### src/rtl/pc_sequencer.sv
// Next-PC controller: boot hold, redirects, stall buffering, halt/resume.
// Optional exception redirect enabled by defining PCSEQ_EXCEPTION_EN.
module pc_sequencer #(
    parameter logic [31:0] RESET_VECTOR = 32'h0000_0000,
    parameter int unsigned BOOT_CYCLES  = 2,
    parameter logic [31:0] EXC_VECTOR   = 32'h0000_0080
) (
    input  logic        clk,
    input  logic        rst_n,
    input  logic [31:0] pc_current,
    input  logic        stall,
    input  logic        branch_taken,
    input  logic [31:0] branch_target,
    input  logic        jump,
    input  logic [31:0] jump_target,
    input  logic        halt,
    input  logic        resume,
`ifdef PCSEQ_EXCEPTION_EN
    input  logic        exc_req,
`endif
    output logic        pc_enable,
    output logic [31:0] pc_next,
    output logic        flush,
    output logic        halted
);

    typedef enum logic [1:0] {
        BOOT = 2'd0,
        RUN  = 2'd1,
        HALT = 2'd2
    } state_t;

    localparam logic [3:0] BOOT_LAST = 4'(BOOT_CYCLES - 1);

    state_t      state, state_d;
    logic [3:0]  cnt, cnt_d;
    logic        pend_valid, pend_valid_d;
    logic [31:0] pend_target, pend_target_d;

    logic        redir_valid;
    logic [31:0] redir_target;
    logic [31:0] seq_pc;
    logic [31:0] nxt_raw;

    assign seq_pc = pc_current + 32'd4;

    always_comb begin
        redir_valid  = 1'b0;
        redir_target = seq_pc;
`ifdef PCSEQ_EXCEPTION_EN
        if (exc_req) begin
            redir_valid  = 1'b1;
            redir_target = EXC_VECTOR;
        end else
`endif
        if (jump) begin
            redir_valid  = 1'b1;
            redir_target = jump_target;
        end else if (branch_taken) begin
            redir_valid  = 1'b1;
            redir_target = branch_target;
        end
    end

    always_comb begin
        pc_enable     = 1'b0;
        flush         = 1'b0;
        nxt_raw       = seq_pc;
        state_d       = state;
        cnt_d         = cnt;
        pend_valid_d  = pend_valid;
        pend_target_d = pend_target;
        unique case (state)
            BOOT: begin
                flush   = 1'b1;
                nxt_raw = RESET_VECTOR;
                cnt_d   = cnt + 4'd1;
                if (cnt == BOOT_LAST) begin
                    pc_enable = 1'b1;
                    state_d   = RUN;
                    cnt_d     = 4'd0;
                end
            end
            RUN: begin
                if (stall) begin
                    if (redir_valid) begin
                        pend_valid_d  = 1'b1;
                        pend_target_d = redir_target;
                    end
                end else if (redir_valid) begin
                    // A fresh redirect supersedes any older buffered one
                    pc_enable    = 1'b1;
                    flush        = 1'b1;
                    nxt_raw      = redir_target;
                    pend_valid_d = 1'b0;
                end else if (pend_valid) begin
                    pc_enable    = 1'b1;
                    flush        = 1'b1;
                    nxt_raw      = pend_target;
                    pend_valid_d = 1'b0;
                end else if (halt) begin
                    state_d = HALT;
                end else begin
                    pc_enable = 1'b1;
                end
            end
            HALT: begin
`ifdef PCSEQ_EXCEPTION_EN
                if (exc_req) begin
                    pc_enable    = 1'b1;
                    flush        = 1'b1;
                    nxt_raw      = EXC_VECTOR;
                    pend_valid_d = 1'b0;
                    state_d      = RUN;
                end else
`endif
                if (resume) begin
                    state_d = RUN;
                end
            end
            default: begin
                state_d = BOOT;
                cnt_d   = 4'd0;
            end
        endcase
    end

    assign pc_next = {nxt_raw[31:2], 2'b00};
    assign halted  = (state == HALT);

    // Falling edge so the PC register samples our outputs on the same edge
    always_ff @(negedge clk or negedge rst_n) begin
        if (!rst_n) begin
            state       <= BOOT;
            cnt         <= 4'd0;
            pend_valid  <= 1'b0;
            pend_target <= 32'd0;
        end else begin
            state       <= state_d;
            cnt         <= cnt_d;
            pend_valid  <= pend_valid_d;
            pend_target <= pend_target_d;
        end
    end

endmodule

### config.mk
export PLATFORM = sky130hd
export DESIGN_NAME = pc_sequencer
export DESIGN_NICKNAME = d
export VERILOG_FILES = /design/src/rtl/pc_sequencer.sv
export SDC_FILE = /design/constraint.sdc
export NUM_CORES = 1
export LEC_CHECK = 0
export ABC_AREA = 1
export CAP_MARGIN = 10
export CELL_PAD_IN_SITES_DETAIL_PLACEMENT = 0
export CELL_PAD_IN_SITES_GLOBAL_PLACEMENT = 1
export CORE_ASPECT_RATIO = 1.25
export CORE_MARGIN = 2
export CORE_UTILIZATION = 29
export CTS_CLUSTER_SIZE = 20
export DETAILED_ROUTE_END_ITERATION = 10
export PLACE_DENSITY = 0.87
export SETUP_SLACK_MARGIN = 0.1
export SLEW_MARGIN = 15
export SYNTH_ARGS = -nofsm -noshare
export SYNTH_HDL_FRONTEND = slang
export SYNTH_SLANG_ARGS = --single-unit
### constraint.sdc
create_clock -name clk -period 2.2 [get_ports clk]
set_input_delay 0.55 -clock clk [delete_from_list [all_inputs] [get_ports clk]]
set_output_delay 0.55 -clock clk [all_outputs]
set_load 0.01 [all_outputs]
## Word-level counts from Yosys, hierarchy flattened

Cells that the tools add are included.

| operators by class | value |
|---|---|
| add/sub/neg operators | 2 |
| eq/ne operators | 10 |
| muxes and demuxes | 29 |
| reduce and logical (&&, ||, !) cells | 5 |

Operators with widths:

| operator | count |
|---|---|
| 32-bit two-way mux | 5 |
| 32-bit one-hot mux with 2 select lines | 1 |
| 32-bit by 3-bit adder with 32-bit output, second input constant | 1 |
| 1-bit two-way mux | 12 |
| 2-bit two-way mux | 6 |
| 2-bit != test, second input constant | 6 |
| 4-bit one-hot mux with 2 select lines | 1 |
| 2-bit one-hot mux with 3 select lines | 1 |
| 6-bit AND reduction | 1 |
| 4-bit by 1-bit adder with 4-bit output, second input constant | 1 |
| 4-bit by 1-bit equality test with 1-bit output, second input constant | 1 |
| 4-bit two-way mux | 1 |
| 1-bit one-hot mux with 2 select lines | 2 |
| 3-bit AND reduction | 1 |
| 2-bit by 1-bit equality test with 1-bit output, second input constant | 1 |
| 2-bit equality test, second input constant | 1 |
| 2-bit zero test | 1 |
| 2-bit by 1-bit != test with 1-bit output, second input constant | 1 |
| 2-bit AND reduction | 1 |
| 2-bit OR reduction | 1 |

| word-level totals | value |
|---|---|
| register bits | 39 |
| input port bits | 103 |
| output and inout port bits | 35 |
| word-level logic and storage cells | 50 |

## Depth between registers and ports, before layout

| logic depth | value |
|---|---|
| depth after elaboration | 6 |
| mapped depth | 11 |
| gate-level depth less buffers | 11 |

==> results.cfg <==
[run_status]
status = complete, but fails checks
failed_checks = negative setup slack

[pwr]
power_mw = 6.49
ir_drop_mv = 0.481
intPower_mw = 3.69
p_switching_mw = 2.80
p_comb_frac = 0.685
clockPowerShare = 0.119
sw_frac_of_total = 0.431
p_leak_nw = 3.30
powerDensity_nw_per_um2 = 950
seq_power_share = 0.196

[cells_and_area]
syn_to_final_growth_pct = 99.2
utilization = 0.591
nets = 955
diodes = 0
drive_above_1_share = 0.392

[synth]
yosysTopAreaCell = dfrtn_1
avgSynthCellArea_um2 = 5.99
synth-warning-count = 0
synth_edf_count = 0
syn_inst = 573
ys_seq_elements = 37
synth_top_area_frac = 0.270
synthDistinctLibCells = 32
syn_area_um2 = 3430
synthArstFlopShare = 1.00
synthFlopType = dfrtn_1
synth_area_leaders = dfrtn_1 27%, nand2_1 22%, nor2_1 8.2%, o21ai_0 7.9%, inv_1 6.2%
ys_top_cells_by_count = 197 x nand2_1, 75 x nor2_1, 57 x inv_1
synth_most_common_cell = nand2_1
yosysSeqAreaShare = 0.270

[clock_network]
ctsRootBufferMaster = clkbuf_16
clk_latency_ps = 310
cts_tree = built
cts_made_buffers = 5
h-tree-depth = 2
cts_buffer_depth = 2
hold_buffers = 0
path_clk_slew_ps = 50
cts.sinks = 37

[detailed_routing]
via_per_inst = 4.94
ant_nets = 0
first_pass_iters = 4
drt-initial-drc-count = 195
drt_wl_total_mm = 15.7
drc = 0
vias = 4868
routedWlPerCell_um = 15.9

[critical_path]
crit_arrival_ps = 2960
cp_data_required_time_ps = 1650
worst_setup_path_start_kind = flop
endpoint_kind = primary output
critPathMaxFanout = 5
path_class = reg2out

[place]
place_ws_ps = -1370
gp_congestion = 0.894
hpwl_mm = 11.0
portBuffers = 129

[sta]
setup_viol = 65
worst_clock_skew_ps = 3.29
grt_setup_unrepaired = yes
hold_viol_final = 0
drv_slew = 0
setup_slack_ps = -1310

[floorplan]
die_area_um2 = 12700
ioPinCount = 138
start_util = 0.297
core_area_um2 = 11600
rows = 44
die_x_um = 101
die_height_um = 126

[global_routing]
track_usage = 0.237
antenna_found_initial = 0
grt_pass1_wl_mm = 23.6
grt_overflow = 0
grt_pass1_vias = 4773
grt_max_degree = 38

[run]
cap_violations = 0

[worst_hold_path]
min_path_type = reg2reg
## per-stage QoR
| stage | hold slack (ps) | cells | TNS [ps] | instance area [um2] |
|---|---|---|---|---|
| 6_report | 452 | 985 | -44990 | 6830 |
| 5_1_grt | 468 | 985 | -48230 | 6830 |
| 4_1_cts | 428 | 972 | -46040 | 6460 |
| 3_5_place_dp | 420 | 926 | -72350 | 5700 |
| 3_3_place_gp | 415 | 926 | -70450 | 5700 |
| 2_1_floorplan | 402 | 574 | -31960 | 3570 |
## critical path, cell delays in order, from the launching register on
cell,delay [ps]
dfrtn_1,460
inv_2,80
ha_4,180
nor2_4,150
buf_6,140
nor2_4,50
inv_2,90
nand2_1,60
o211ai_1,100
o21ai_1,90
buf_2,160
## power by group through the flow
stage	clock [mW]	sequential (mW)	combinational [mW]
floorplan	0	1.14	1.68
global placement	0	1.15	3.14
detailed placement	0	1.17	3.19
CTS	0.759	1.20	3.80
global route	0.791	1.29	4.75
finish	0.770	1.27	4.45
## per-layer routing
metal	global-route usage	part of all wire	vias to the layer above
met3	0.0190	0.041	33
met5	0	0	-
li1	-	-	2406
met1	0.284	0.40	2262
met4	0.0827	0.034	0
met2	0.433	0.53	167
## timing repair
item                       CTS  global route
pin swaps                   46            30
gates resized for setup    276           105
cloned                       5             1
setup buffers               36            17
setup endpoints to repair   66            66
## state kept, by name, summed over array words and instances (netlist names)
| register | flops |
|---|---|
| pend_target | 30 |
| cnt | 4 |
| state | 2 |
| pend_valid | 1 |
## placed cells by master, fill, tap and decap left out, types with 6 or more instances in the layout
master / count
nand2_1: 161
buf_4: 117
clkdlybuf4s50_1: 86
nor2_1: 63
inv_1: 46
dfrtn_1: 37
buf_6: 31
buf_2: 27
o21ai_2: 26
nand2_2: 20
nand3_1: 19
nand2_4: 19
a22o_1: 17
o21ai_0: 15
o21ai_1: 13
nand3_2: 13
nor2_4: 11
a21oi_1: 8
a21oi_2: 8
nor2_2: 7
inv_2: 7
nand3b_1: 7
dlygate4sd2_1: 7
buf_8: 6
## cell families (layout without fill, tap and decap cells)
kind of cell             after synthesis  after routing  synth area share
AO/OA/AOI/OAI                        111            111             0.191
XOR/XNOR                              10             10            0.0255
adder cells (fa/ha/maj)                6              6            0.0219
buffers and inverters                 78            351            0.0923
flip-flops                            37             37             0.270
other                                  1              2           0.00109
AND/OR/NAND/NOR                      330            330             0.398
## layout make-up
type / count / area, um2
Fill cell: 1061 / 4730
Multi-Input combinational cell: 459 / 2780
Timing Repair Buffer: 282 / 2520
Sequential cell: 37 / 926
Inverter: 60 / 263
Tap cell: 138 / 173
Clock buffer: 7 / 153
Timing Repair inverter: 1 / 11.3
Clock inverter: 1 / 5.00
## path summary, 6_finish.rpt
path                                                to  slack (ps)                         from  depth (start not counted)
max in group asynchronous  pend_target[24]$_DFFE_NN0P_         360                        rst_n                          2
setup / recovery                            pc_next[5]       -1310         state[0]$_DFFE_NN0P_                         10
hold reg to reg            pend_target[11]$_DFFE_NN0P_         450  pend_target[11]$_DFFE_NN0P_                          2
hold / removal             pend_target[11]$_DFFE_NN0P_         450  pend_target[11]$_DFFE_NN0P_                          2
min in group asynchronous           cnt[2]$_DFFE_NN0N_        1600                        rst_n                          2
setup reg to reg                  state[1]$_DFFE_NN0P_         340         state[1]$_DFFE_NN0P_                         12
(Power assumes the default switching activity.)
